**src/rtl/tick_stream_pkg.sv**
```systemverilog
`default_nettype none
// +----------------------------------------------------------------------------+
// | Package    : tick_stream_pkg                                               |
// | Description: Shared types, constants and helpers for tick_stream_producer. |
// | Revision   : 1.0 - initial release                                         |
// +----------------------------------------------------------------------------+
package tick_stream_pkg;

    typedef enum logic [1:0] {
        IDLE  = 2'd0,
        RUN   = 2'd1,
        DRAIN = 2'd2
    } state_t;

    localparam logic [7:0] DROP_MAX = 8'hFF;

    // Callers zero-extend their operand; zero bits do not change the XOR.
    function automatic logic even_parity(input logic [31:0] value);
        return ^value;
    endfunction

endpackage
`default_nettype wire

```
**src/rtl/tick_fifo.sv**
```systemverilog
`default_nettype none
// +----------------------------------------------------------------------------+
// | Module     : tick_fifo                                                     |
// | Description: Synchronous FIFO whose head output holds the last popped      |
// |              value while empty.                                            |
// | Revision   : 1.0 - initial release                                         |
// +----------------------------------------------------------------------------+
module tick_fifo #(
    parameter int WIDTH = 8,
    parameter int DEPTH = 4
) (
    input  logic             clk,
    input  logic             rst_n,
    input  logic             push_i,
    input  logic             pop_i,
    input  logic [WIDTH-1:0] din_i,
    output logic [WIDTH-1:0] dout_o,
    output logic             full_o,
    output logic             empty_o
);

    localparam int c_AW = $clog2(DEPTH);

    logic [WIDTH-1:0] mem_q [DEPTH];
    logic [c_AW-1:0]  wr_ptr_q;
    logic [c_AW-1:0]  rd_ptr_q;
    logic [c_AW:0]    cnt_q;
    logic [WIDTH-1:0] last_q;

    logic w_do_push;
    logic w_do_pop;

    assign empty_o   = (cnt_q == '0);
    assign full_o    = (cnt_q == (c_AW+1)'(DEPTH));
    assign w_do_pop  = pop_i & ~empty_o;
    // A full FIFO still accepts a push when the head leaves in the same cycle.
    assign w_do_push = push_i & (~full_o | w_do_pop);

    always_ff @(posedge clk) begin
        if (!rst_n) begin
            wr_ptr_q <= '0;
            rd_ptr_q <= '0;
            cnt_q    <= '0;
            last_q   <= '0;
        end else begin
            if (w_do_push) begin
                wr_ptr_q <= wr_ptr_q + c_AW'(1);
            end
            if (w_do_pop) begin
                rd_ptr_q <= rd_ptr_q + c_AW'(1);
                last_q   <= mem_q[rd_ptr_q];
            end
            case ({w_do_push, w_do_pop})
                2'b10:   cnt_q <= cnt_q + (c_AW+1)'(1);
                2'b01:   cnt_q <= cnt_q - (c_AW+1)'(1);
                default: cnt_q <= cnt_q;
            endcase
        end
    end

    // Storage needs no reset: an empty FIFO never exposes it.
    always_ff @(posedge clk) begin
        if (w_do_push) begin
            mem_q[wr_ptr_q] <= din_i;
        end
    end

    assign dout_o = empty_o ? last_q : mem_q[rd_ptr_q];

endmodule
`default_nettype wire

```
**src/rtl/tick_stream_producer.sv**
```systemverilog
`default_nettype none
// +----------------------------------------------------------------------------+
// | Module     : tick_stream_producer                                          |
// | Description: Turns clock-enable strobes into a valid/ready sequence stream |
// |              gated by a switch-edge run/stop control. Optional parity     |
// |              output enabled by TICK_STREAM_PRODUCER_PARITY_EN.             |
// | Revision   : 1.0 - initial release                                         |
// +----------------------------------------------------------------------------+
module tick_stream_producer
    import tick_stream_pkg::*;
#(
    parameter int WIDTH = 8,
    parameter int DEPTH = 4
) (
    input  logic             clk,
    input  logic             rst_n,
    input  logic             sw,
    input  logic             i_en,
    output logic             o_valid,
    input  logic             i_ready,
    output logic [WIDTH-1:0] o_data,
    output logic             o_running,
    output logic [7:0]       o_drop_cnt
`ifdef TICK_STREAM_PRODUCER_PARITY_EN
    ,
    output logic             o_parity
`endif
);

`ifdef TICK_STREAM_PRODUCER_PARITY_EN
    localparam int c_FIFO_W = WIDTH + 1;
`else
    localparam int c_FIFO_W = WIDTH;
`endif

    state_t            state_q, state_d;
    logic              sw_q;
    logic [WIDTH-1:0]  seq_q, seq_d;
    logic [7:0]        drop_q, drop_d;

    logic              w_sw_rise;
    logic              w_push;
    logic              w_pop;
    logic              w_full;
    logic              w_empty;
    logic              w_drop;
    logic [c_FIFO_W-1:0] w_din;
    logic [c_FIFO_W-1:0] w_dout;

    assign w_sw_rise = sw & ~sw_q;
    assign w_push    = (state_q == RUN) & i_en;
    assign w_pop     = o_valid & i_ready;
    assign w_drop    = w_push & w_full & ~w_pop;

    always_ff @(posedge clk) begin
        if (!rst_n) begin
            state_q <= IDLE;
            sw_q    <= 1'b0;
            seq_q   <= '0;
            drop_q  <= '0;
        end else begin
            state_q <= state_d;
            sw_q    <= sw;
            seq_q   <= seq_d;
            drop_q  <= drop_d;
        end
    end

    always_comb begin
        state_d = state_q;
        seq_d   = seq_q;
        drop_d  = drop_q;
        case (state_q)
            IDLE:    if (w_sw_rise) state_d = RUN;
            RUN:     if (w_sw_rise) state_d = DRAIN;
            DRAIN:   if (w_empty)   state_d = IDLE;
            default: state_d = IDLE;
        endcase
        // The sequence advances on every accepted strobe, dropped or not.
        if (w_push) begin
            seq_d = seq_q + WIDTH'(1);
        end
        if (w_drop && (drop_q != DROP_MAX)) begin
            drop_d = drop_q + 8'd1;
        end
    end

`ifdef TICK_STREAM_PRODUCER_PARITY_EN
    assign w_din    = {even_parity(32'(seq_q)), seq_q};
    assign o_parity = w_dout[WIDTH];
`else
    assign w_din    = seq_q;
`endif

    tick_fifo #(
        .WIDTH (c_FIFO_W),
        .DEPTH (DEPTH)
    ) u_fifo (
        .clk     (clk),
        .rst_n   (rst_n),
        .push_i  (w_push),
        .pop_i   (w_pop),
        .din_i   (w_din),
        .dout_o  (w_dout),
        .full_o  (w_full),
        .empty_o (w_empty)
    );

    assign o_valid    = ~w_empty;
    assign o_data     = w_dout[WIDTH-1:0];
    assign o_running  = (state_q == RUN);
    assign o_drop_cnt = drop_q;

endmodule
`default_nettype wire

```
**config.mk**
```make
export PLATFORM = sky130hd
export DESIGN_NAME = tick_stream_producer
export DESIGN_NICKNAME = d
export VERILOG_FILES = /design/src/rtl/tick_stream_pkg.sv /design/src/rtl/tick_fifo.sv /design/src/rtl/tick_stream_producer.sv
export SDC_FILE = /design/constraint.sdc
export NUM_CORES = 1
export LEC_CHECK = 0
export CORE_ASPECT_RATIO = 1.4
export CORE_MARGIN = 2
export CORE_UTILIZATION = 58
export DETAILED_ROUTE_END_ITERATION = 7
export GPL_ROUTABILITY_DRIVEN = 1
export PLACE_DENSITY = 0.87
export SLEW_MARGIN = 40
export SYNTH_ARGS = -nofsm -noshare
export SYNTH_HDL_FRONTEND = slang
export SYNTH_HIERARCHICAL = 1
export SYNTH_SLANG_ARGS = --single-unit
```
**constraint.sdc**
```tcl
create_clock -name clk -period 3.08 [get_ports clk]
set_input_delay 0.308 -clock clk [delete_from_list [all_inputs] [get_ports clk]]
set_output_delay 0.308 -clock clk [all_outputs]
set_load 0.05 [all_outputs]
```
==> results.txt, run 1 <==
- Gpl congestion: 0.723
- Power spread over the standard cell area amounts to 501 nW/um^2.
- Number of buffers on the longest clock path: 2
- Leftover overflow at the end of global routing: 0
- Of the synthesized area, sequential elements account for 54.7%.
* Skew-Pair Late Insertion Delay: 340 ps
* Final period demand of the worst path: 2890 ps
* # resized after CTS: 0
* Clock slew at reported path FFs: 70 ps
- Clock tree root buffer cell: sky130_fd_sc_hd__clkbuf_8
* HPWL Detailed: 3640 um
* Area of the core: 5160 sq um
- Synth unique cells: 47
- Inserted Diodes: 0
* Worst Max-Slew Pin Slew: 707 ps
- Hold Startpoint: state_q[1]
- Counting flops and latches in the post-synthesis netlist gives 68.
- Number of buffers added by the clock tree synthesis step: 9
* Reg-to-reg setup timing slack: 570 ps
* Critical path launch point type: flop
- Leakage power: 1.23 nW
- TritonCTS built the clock tree.
- The final-report max-slew violation count was 0.
- Global routing consumed, on the met3 layer, 5.51% of the routing resources.
- For this run, the number of Yosys warnings is 6.
- Synthesis produced a netlist with a net count of 261.
- Antenna-violating nets left: 0
- The routed layout has 1,932 vias.
* Number of global-route vias before repair: 1,914
- Worst hold-check slack: 451 ps
- Across the run, the number of max-cap violations was 0.
- For this run, the post-layout net count is 287.
- The worst setup path is of the flop to output port kind.
- In the final timing run, aggregate negative setup slack is 0 ps.
- The die is 65.5 um wide.
* Antenna violations before repair: 0
- The endpoint identified for the worst register-to-register timing path is u_fifo/cnt_q[2].
- Dividing the final minimum period by the clock period gives 93.9%.
- CTS Hold Buffers Added: 0
- Entering global routing, the biggest net connects 30 pins.
* Met2 track demand over resource: 36.6%
- Cell count after placement: 330
- Crit path required time: 2770 ps
- Post-synthesis async set-or-reset flop share: 0%
* Total design power: 1.77 mW
- Via density per instance: 5.58
* Router iterations before antenna repair: 4
- Height of the chip: 90.1 um
- CP max FO: 8
- Final setup violating endpoints: 0
- Launch point of the worst reg-to-reg path: u_fifo/cnt_q[0]
* Level count of the clock H-tree: 3
* DR iter-0 viols: 75
- Area of the mapped netlist: 3070 sq um
- Cell count after synthesis: 249
- CP Data Arrival Time: 2580 ps
* Postcts setup bufs: 0
- During I/O placement, the number of pins put on the boundary was 23.
* Dominant synthesized flop cell: sky130_fd_sc_hd__dfxtp_1
* Non-filler cells in the finished layout: 346
* Fraction of final layout cells with drive strength greater than 1: 18.6%
- For this design, the sink count on the clock tree is 68.
* Setup skew after layout: 9.64 ps
- Post-route design area: 3530 sq um
* Count of filler cells inserted in the layout: 374
- In the global route stage, overall resource usage came out at 20.5%.
- Counting instances, the worst hold path has a depth of 1.
- Buffers added on ports: 22
- Relative to the synthesized area, the layout overhead comes to 14.9%.
- The die covers 5910 sq um.
- The run finished with clean final reports.
* Reg2Reg Depth: 9
- Final hold viol count: 0
- Routed wire per std cell: 15.6 um
- For this run, design rule violations remaining after detail routing come to 0.
- After floorplanning, the core was divided into 31 placement rows.
* Category of the worst setup path capture point: output port
- Fraction of met1 tracks used by global routing: 21.1%
- Once the floorplan was initialized, standard cells occupied 59.6% of the core.
- A synthesized cell averages 12.3 sq um.
- For this run, the top clock speed supported by timing is 0.346 GHz.
* HP Class: flop to flop
- The synthesized design contains 32 enable-type register cells.
- The worst hold path terminates at state_q[0].
* Global-route wire length before repair: 8840 um
* Cell area after placement: 3330 sq um
- Peak supply drop: 357 uV
- After global routing, the most crowded layer is met2.
- For this block, the routed nets add up to 5410 um of wire.
* Max-Slew Margin vs Limit: 52.5%
- RSZ-0062 raised after global routing: false
[area by class of cell]
class	count	area, sq um	area share (%)
flip-flops and latches	68	1680	47.6
multi-input cells	160	1280	36.2
repair buffers	26	250	7.08
clock buffers	9	124	3.51
well taps	66	82.6	2.34
clock inverters	7	76.3	2.16
inverters	10	37.5	1.06
[Yosys cell counts (3+ instances only)]
library cell | count | area, sq um
sky130_fd_sc_hd__nor2b_1 | 5 | 31.3
sky130_fd_sc_hd__o21a_1 | 3 | 22.5
sky130_fd_sc_hd__clkbuf_1 | 4 | 15.0
sky130_fd_sc_hd__ha_1 | 6 | 75.1
sky130_fd_sc_hd__xor2_1 | 5 | 43.8
sky130_fd_sc_hd__buf_2 | 3 | 15.0
sky130_fd_sc_hd__nor2_1 | 12 | 45.0
sky130_fd_sc_hd__mux2i_1 | 6 | 60.1
sky130_fd_sc_hd__dfxtp_1 | 36 | 721
sky130_fd_sc_hd__nand3_1 | 3 | 15.0
sky130_fd_sc_hd__nand4_1 | 3 | 18.8
sky130_fd_sc_hd__and2_1 | 9 | 56.3
sky130_fd_sc_hd__inv_1 | 10 | 37.5
sky130_fd_sc_hd__nand2_1 | 32 | 120
sky130_fd_sc_hd__xnor2_1 | 7 | 61.3
sky130_fd_sc_hd__edfxtp_1 | 32 | 961
sky130_fd_sc_hd__mux4_2 | 8 | 180
sky130_fd_sc_hd__mux2_2 | 8 | 90.1
sky130_fd_sc_hd__buf_6 | 4 | 45.0
sky130_fd_sc_hd__a21oi_1 | 5 | 25.0
sky130_fd_sc_hd__nand2b_1 | 6 | 37.5
sky130_fd_sc_hd__o21ai_0 | 4 | 20.0
sky130_fd_sc_hd__a21boi_2 | 8 | 90.1
sky130_fd_sc_hd__nor3_1 | 4 | 20.0
[per-stage QoR]
stage / util (%) / setup slack (ps)
finish: 68.5 / 188
global placement: 64.6 / 577
floorplan: - / 581
CTS: 68.5 / 134
detailed placement: 64.6 / 517
global route: 68.5 / 56.7
[sequential cells by signal (all words and copies together) (netlist names), named ones only]
signal,count
state_q,2
u_fifo/cnt_q,3
u_fifo/wr_ptr_q,2
o_drop_cnt,8
u_fifo/last_q,8
seq_q,8
u_fifo/mem_q,32
u_fifo/rd_ptr_q,2
sw_q,1
[cell families (layout without fill, tap and decap cells)]
group	count (synthesis)	count (layout)	synth area share [%]
AOI/OAI and AO/OA	29	29	7.81
xor gates and xnor gates	12	12	3.42
adders and majority gates	7	7	3.09
buffers and inverters	21	52	3.66
DFF	68	68	54.7
muxes	22	22	10.7
and+or+nand+nor	90	90	16.6
[metal layers]
metal / part of all wire [%] / vias to the layer above / routed length [um]
li1: - / 946 / -
met1: 39 / 930 / 2130
met2: 55 / 47 / 2970
met3: 3.8 / 9 / 208
met4: 2.0 / 0 / 108
met5: 0 / - / 0
[placed cells by master (no fill, tap or decap), types with 4 or more instances in the layout]
cell type,count
sky130_fd_sc_hd__nor3_1,4
sky130_fd_sc_hd__clkdlybuf4s50_1,22
sky130_fd_sc_hd__nand2b_1,6
sky130_fd_sc_hd__nor2_1,12
sky130_fd_sc_hd__nor2b_1,5
sky130_fd_sc_hd__edfxtp_1,32
sky130_fd_sc_hd__ha_1,6
sky130_fd_sc_hd__xnor2_1,7
sky130_fd_sc_hd__clkbuf_8,9
sky130_fd_sc_hd__xor2_1,5
sky130_fd_sc_hd__dfxtp_1,36
sky130_fd_sc_hd__mux2_2,8
sky130_fd_sc_hd__inv_1,10
sky130_fd_sc_hd__a21oi_1,5
sky130_fd_sc_hd__and2_1,9
sky130_fd_sc_hd__mux4_2,8
sky130_fd_sc_hd__a21boi_2,8
sky130_fd_sc_hd__buf_4,4
sky130_fd_sc_hd__o21ai_0,4
sky130_fd_sc_hd__nand2_1,32
sky130_fd_sc_hd__mux2i_1,6
[how the worst max path moves through the flow]
stage,startpoint,end,slack (ps),cells after the start
after floorplan,u_fifo/cnt_q[0],u_fifo/cnt_q[1],580,11
after global placement,i_ready,u_fifo/cnt_q[2],580,9
after detailed placement,i_ready,u_fifo/cnt_q[2],520,9
after CTS,flop,o_data[2],130,3
after global routing,flop,o_data[0],60,3
final,flop,o_data[2],190,3
[power breakdown]
group	switching [mW]	total, mW	internal [mW]
combinational	0.0470	0.0819	0.0349
sequential	0.00856	0.959	0.951
clock	0.352	0.729	0.377
[worst max-delay path: stages, from the launching register on]
cell	delay [ps]
sky130_fd_sc_hd__dfxtp_1	660
sky130_fd_sc_hd__mux4_2	610
sky130_fd_sc_hd__mux2_2	280
sky130_fd_sc_hd__clkdlybuf4s50_1	690
(Power assumes the default switching activity.)
==> inputs of run 2 (changes only) <==
- CORE_UTILIZATION: 58 -> 55
- PLACE_DENSITY: 0.87 -> 0.84
==> results.txt, run 2 (synthesis results as in run 1) <==
* Global Route met3 Usage: 5.47% (was 5.51%)
* GRT Overall Usage: 19.4% (was 20.5%)
- Number of buffers on the longest clock path: 2 (unchanged)
* Buffers added on ports: 22 (unchanged)
- CTS Hold Buffers Added: 0 (unchanged)
- Result of the run: complete, no violations (unchanged)
- Switching power: 381 uW (was 408 uW)
- Horizontal die dimension: 67.2 um (was 65.5 um)
- Cell area after placement: 3330 sq um (about the same)
- The leakage power came to 1.26 nW (was 1.23 nW).
* Met2 track demand over resource: 32.9% (was 36.6%)
- Postcts setup bufs: 0 (unchanged)
- Kind of critical path: flop to output port (unchanged)
- The share of power burned in combinational logic was 4.1% (was 4.6%).
* Skew-Pair Late Insertion Delay: 350 ps (was 340 ps)
- The most frequent standard cell in the layout excluding fill and tap cells is sky130_fd_sc_hd__dfxtp_1 (unchanged).
* RSZ-0062 raised after global routing: false (unchanged)
* Final sum of negative setup slack: 0 ps (unchanged)
* Worst Max-Slew Pin Slew: 747 ps (was 707 ps)
- The time the final worst path needs with I/O delays and setup came to 2870 ps (was 2890 ps).
* Pwr dens: 553 nW/um^2 (was 501 nW/um^2)
- The startpoint type of the worst setup path was a flop (unchanged).
* Post-route design area: 3600 sq um (was 3530 sq um)
- Largest net degree at the start of global routing: 30 (unchanged)
- Number of placed I/O pins: 23 (unchanged)
* Most flop-heavy register: u_fifo/mem_q (unchanged)
- Number of buffers added by the clock tree synthesis step: 9 (unchanged)
- The number of nets in the layout came to 287 (unchanged).
* Sequential power share: 48.2% (was 54.2%)
- The CTS clock-pin slew for the worst setup and hold paths came to 70 ps (about the same).
* Core Rows: 32 (was 31)
* Crit path required time: 2770 ps (about the same)
- Switching Fraction: 19.2% (was 23.0%)
- The worst setup skew after layout came to 12.1 ps (was 9.64 ps).
* Clock tree from TritonCTS: built (unchanged)
- Via count: 1,889 (was 1,932)
- The die footprint is 6210 sq um (was 5910 sq um).
- Count of filler cells inserted in the layout: 398 (was 374)
* Antenna-violating nets left: 0 (unchanged)
* Inserted Diodes: 0 (unchanged)
- The fraction of final layout cells with drive strength greater than 1 was 18.2% (was 18.6%).
- CP max FO: 8 (unchanged)
- The depth of the CTS H-tree is 3 (unchanged).
- Router iterations before antenna repair: 4 (unchanged)
* Via density per instance: 5.43 (was 5.58)
- HP Class: flop to flop (unchanged)
- Antenna violations before repair: 0 (unchanged)
- The total wire length after detailed routing is 5090 um (was 5410 um).
- Clock sink count: 68 (unchanged)
- Category of the worst setup path capture point: output port (unchanged)
* CP Data Arrival Time: 2560 ps (was 2580 ps)
- Clock tree root buffer cell: sky130_fd_sc_hd__clkbuf_8 (unchanged)
- Internal portion of total power: 1.61 mW (was 1.36 mW)
- The portion of the clock cycle consumed by the worst path in the final layout was 93.1% (was 93.9%).
- The placed wire-length estimate after detailed placement is 3530 um (was 3640 um).
- Height of the chip: 92.5 um (was 90.1 um)
* Fraction of met1 tracks used by global routing: 20.6% (was 21.1%)
- The clock share of power is 47.7% (was 41.2%).
* Number of global-route vias before repair: 1,907 (was 1,914)
- The final estimated routing congestion in global placement came to 0.714 (was 0.723).
* Final hold viol count: 0 (unchanged)
* Starting utilization of the core area: 56.5% (was 59.6%)
- Area growth from synthesis to layout: 17.1% (was 14.9%)
* Global-route wire length before repair: 8670 um (was 8840 um)
- The most used routing layer in global routing is met2 (unchanged).
- Commonest non-fill, non-tap cells in the layout: sky130_fd_sc_hd__dfxtp_1 (36), sky130_fd_sc_hd__nand2_1 (32), sky130_fd_sc_hd__edfxtp_1 (32) (unchanged).
- The final-report max-slew violation count came to 0 (unchanged).
- The remaining global-route overflow came to 0 (unchanged).
- The max-cap check violation count is 0 (unchanged).
* Highest achievable clock rate: 0.349 GHz (was 0.346 GHz)
- Routed wire per std cell: 14.6 um (was 15.6 um)
* # resized after CTS: 0 (unchanged)
- Area of the core: 5450 sq um (was 5160 sq um)
- DR iter-0 viols: 67 (was 75)
- Final setup violating endpoints: 0 (unchanged)
- DRC violation count after routing: 0 (unchanged)
- The maximum VDD drop is 417 uV (was 357 uV).
- Max-Slew Margin vs Limit: 49.8% (was 52.5%)
- Flip-flop count of the largest register after layout: 32 (unchanged)
-- run 2: cell count changes in the layout (fill, tap and decap cells not counted), sizes merged --
cell      delta
clkbuf       +1
inv          -1
bufinv       +3
clkinv       -1
clkinvlp     -2
-- run 2: power groups by stage --
stage	logic, mW	registers (mW)	clock network [mW]
3_5_place_dp	0.0815	0.980	0
5_1_grt	0.0898	0.960	1.01
2_1_floorplan	0.0617	0.976	0
6_report	0.0809	0.959	0.950
4_1_cts	0.0818	0.959	0.972
3_3_place_gp	0.0793	0.978	0
-- run 2: metrics by stage --
stage               worst slack [ps]  hold slack (ps)  util, %  std cells  power (mW)
finish                           212              464     66.1        348        1.99
detailed placement               544              447     61.2        332        1.06
CTS                              157              460     66.1        348        2.01
global route                    79.1              473     66.1        348        2.06
floorplan                        581              421        -        249        1.04
global placement                 567              436     61.2        332        1.06
-- run 2: metal layers --
layer	vias to the layer above	wire length, um
li1	937	-
met1	905	2010
met2	37	2730
met3	10	211
met4	0	143
met5	-	0
-- run 2: area by class of cell --
type / count / area (sq um) / share of cell area (%)
Sequential cell: 68 / 1680 / 46.7
Multi-Input combinational cell: 160 / 1280 / 35.6
Timing Repair Buffer: 26 / 250 / 6.95
Clock inverter: 6 / 138 / 3.82
Clock buffer: 10 / 128 / 3.55
Tap cell: 68 / 85.1 / 2.36
Inverter: 10 / 37.5 / 1.04
-- run 2: final timing paths --
check	from	end	slack, ps	depth (start not counted)
worst max-delay path	flop	o_data[4]	210	3
worst min-delay path	u_fifo/last_q[1]	u_fifo/last_q[1]	460	2
worst max register to register	u_fifo/cnt_q[0]	u_fifo/cnt_q[2]	630	9
worst min register to register	u_fifo/last_q[1]	u_fifo/last_q[1]	460	2
-- run 2: worst max-delay path, stage by stage (launching register included) --
cell,delay [ps]
sky130_fd_sc_hd__dfxtp_1,640
sky130_fd_sc_hd__mux4_2,600
sky130_fd_sc_hd__mux2_2,280
sky130_fd_sc_hd__clkdlybuf4s50_1,690
==> inputs of run 3 (changes only) <==
- CORE_UTILIZATION: 55 -> 40
- PLACE_DENSITY: 0.84 -> 0.66
==> results.txt, run 3 (synthesis results as in run 1) <==
* Top Family by Delay on Critical Path: multiplexers (unchanged)
- CP max FO: 8 (unchanged)
- Highest achievable clock rate: 0.351 GHz (was 0.349 GHz)
- Crit-path cells: mux4_2, mux2_2, clkdlybuf4s50_1 (unchanged).
- The worst hold path class is flop to flop (unchanged).
- The relative slew slack came to 49.4% (was 49.8%).
- Setup skew after layout: 17.0 ps (was 12.1 ps)
- The setup TNS after final layout was 0 ps (unchanged).
- Kind of critical path: flop to output port (unchanged)
* DR iter-0 viols: 157 (was 67)
- Post-route design area: 3590 sq um (was 3600 sq um)
- The total wire length after detailed routing came to 5190 um (was 5090 um).
- Commonest non-fill, non-tap cells in the layout: sky130_fd_sc_hd__dfxtp_1 (36), sky130_fd_sc_hd__nand2_1 (32), sky130_fd_sc_hd__edfxtp_1 (32) (unchanged).
* Starting utilization of the core area: 41.5% (was 56.5%)
- Horizontal die dimension: 78.1 um (was 67.2 um)
* Clock sink count: 68 (unchanged)
* Antenna violations before repair: 0 (unchanged)
- The all-layer global routing usage was 13.6% (was 19.4%).
- Height of the chip: 108 um (was 92.5 um)
- The first-pass GRT wire length came to 8710 um (was 8670 um).
- Number of global-route vias before repair: 1,870 (was 1,907)
- Leakage power: 1.24 nW (was 1.26 nW)
- The count of input and output buffers was 22 (unchanged).
- The slack of the critical path is 234 ps (was 212 ps).
- Flip-flop count of the largest register after layout: 32 (unchanged)
* # resized after CTS: 0 (unchanged)
- The number of nets in the layout came to 287 (unchanged).
- Worst Setup Slack post-DPL: 548 ps (was 544 ps)
* Via count: 1,880 (was 1,889)
- Clock slew at reported path FFs: 70 ps (about the same)
* Category of the worst setup path capture point: output port (unchanged)
* Total design power: 1.85 mW (was 1.99 mW)
- The portion of the clock cycle consumed by the worst path in the final layout was 92.4% (was 93.1%).
* RSZ-0062 raised after global routing: false (unchanged)
- Via density per instance: 4.99 (was 5.43)
* Final max-slew violation count: 0 (unchanged)
* Worst Max-Slew Pin Slew: 754 ps (was 747 ps)
- The CTS tree is built (unchanged).
- Max-capacitance violation count: 0 (unchanged)
- Postcts setup bufs: 0 (unchanged)
* Number of buffers on the longest clock path: 2 (unchanged)
* Final period demand of the worst path: 2850 ps (was 2870 ps)
- Count of filler cells inserted in the layout: 693 (was 398)
- The setup slack of the worst register-to-register path came to 630 ps (about the same).
- Library cell contributing the largest single delay on the critical path: sky130_fd_sc_hd__clkdlybuf4s50_1 (unchanged)
- Inserted Diodes: 0 (unchanged)
* Pwr dens: 514 nW/um^2 (was 553 nW/um^2)
* CP Data Arrival Time: 2540 ps (was 2560 ps)
* Area of the core: 7410 sq um (was 5450 sq um)
- Final setup violating endpoints: 0 (unchanged)
- Result of the run: complete, no violations (unchanged).
- The register containing the most flip-flops in the final layout is u_fifo/mem_q (unchanged).
- The final estimated routing congestion in global placement was 0.741 (was 0.714).
* Antenna-violating nets left: 0 (unchanged)
* DRC violation count after routing: 0 (unchanged)
* Cell area after placement: 3370 sq um (was 3330 sq um)
- The most frequent standard cell in the layout excluding fill and tap cells is sky130_fd_sc_hd__dfxtp_1 (unchanged).
* HPWL Detailed: 3690 um (was 3530 um)
- Area of the die: 8410 sq um (was 6210 sq um)
- Clock tree root buffer cell: sky130_fd_sc_hd__clkbuf_8 (unchanged)
- Crit path required time: 2770 ps (about the same)
* Leftover overflow at the end of global routing: 0 (unchanged)
* Area growth from synthesis to layout: 16.9% (was 17.1%)
* CTS Hold Buffers Added: 0 (unchanged)
- Core Rows: 37 (was 32)
* CP peak stage delay: 690 ps (about the same)
- The total CTS buffers was 9 (unchanged).
- The depth of the CTS H-tree came to 3 (unchanged).
- Critical path launch point type: flop (unchanged)
- The number of primary I/O pins was 23 (unchanged).
- Final hold viol count: 0 (unchanged)
- The maximum VDD drop is 418 uV (was 417 uV).
- Skew-Pair Late Insertion Delay: 340 ps (was 350 ps)
* Critical path buffers and inverters: 1 (unchanged)
* Router iterations before antenna repair: 4 (unchanged)
- Routed wire per std cell: 13.8 um (was 14.6 um)
- The fraction of final layout cells with drive strength greater than 1 came to 18.6% (was 18.2%).
- Largest net degree at the start of global routing: 29 (was 30)
-- run 3: area by class of cell --
| type | count | area [sq um] | share of cell area [%] |
|---|---|---|---|
| Inverter | 10 | 37.5 | 1.04 |
| Multi-Input combinational cell | 160 | 1280 | 35.6 |
| Clock buffer | 9 | 124 | 3.45 |
| Clock inverter | 7 | 98.8 | 2.75 |
| Timing Repair Buffer | 26 | 250 | 6.96 |
| Sequential cell | 68 | 1680 | 46.8 |
| Tap cell | 97 | 121 | 3.38 |
-- run 3: worst register-to-register path: stages, from the launching register on --
cell and delay [ps]:
sky130_fd_sc_hd__dfxtp_1 530, sky130_fd_sc_hd__nor3_4 70, sky130_fd_sc_hd__nand2b_1 280, sky130_fd_sc_hd__inv_1 240, sky130_fd_sc_hd__o31a_1 200, sky130_fd_sc_hd__nand2b_1 70
sky130_fd_sc_hd__fa_1 380, sky130_fd_sc_hd__nand2b_1 160, sky130_fd_sc_hd__o31ai_1 260, sky130_fd_sc_hd__mux2i_1 210
-- run 3: stage by stage --
step,utilization [%],hold slack (ps),instances
floorplan,-,421,249
global placement,45.5,431,361
detailed placement,45.5,443,361
CTS,48.5,454,377
global route,48.5,473,377
finish,48.5,455,377
-- run 3: worst paths after layout --
path | start | end | cells past startpoint
max | flop | o_data[4] | 3
min | state_q[1] | state_q[0] | 1
max reg2reg | u_fifo/cnt_q[0] | u_fifo/cnt_q[2] | 9
min reg2reg | state_q[1] | state_q[0] | 1
-- run 3: where the power goes --
| group | total [mW] | switching, mW | leakage [nW] | internal, mW |
|---|---|---|---|---|
| clock network | 0.806 | 0.346 | 0.110 | 0.460 |
| registers | 0.958 | 0.00733 | 0.626 | 0.951 |
| logic | 0.0819 | 0.0470 | 0.503 | 0.0348 |
-- run 3: routing by layer --
| layer | GRT usage [%] | routed length [um] | up-vias |
|---|---|---|---|
| met4 | 4.89 | 55 | 0 |
| met3 | 4.19 | 196 | 6 |
| met1 | 15.4 | 2220 | 906 |
| li1 | - | - | 940 |
| met2 | 24.0 | 2720 | 28 |
| met5 | 0 | 0 | - |
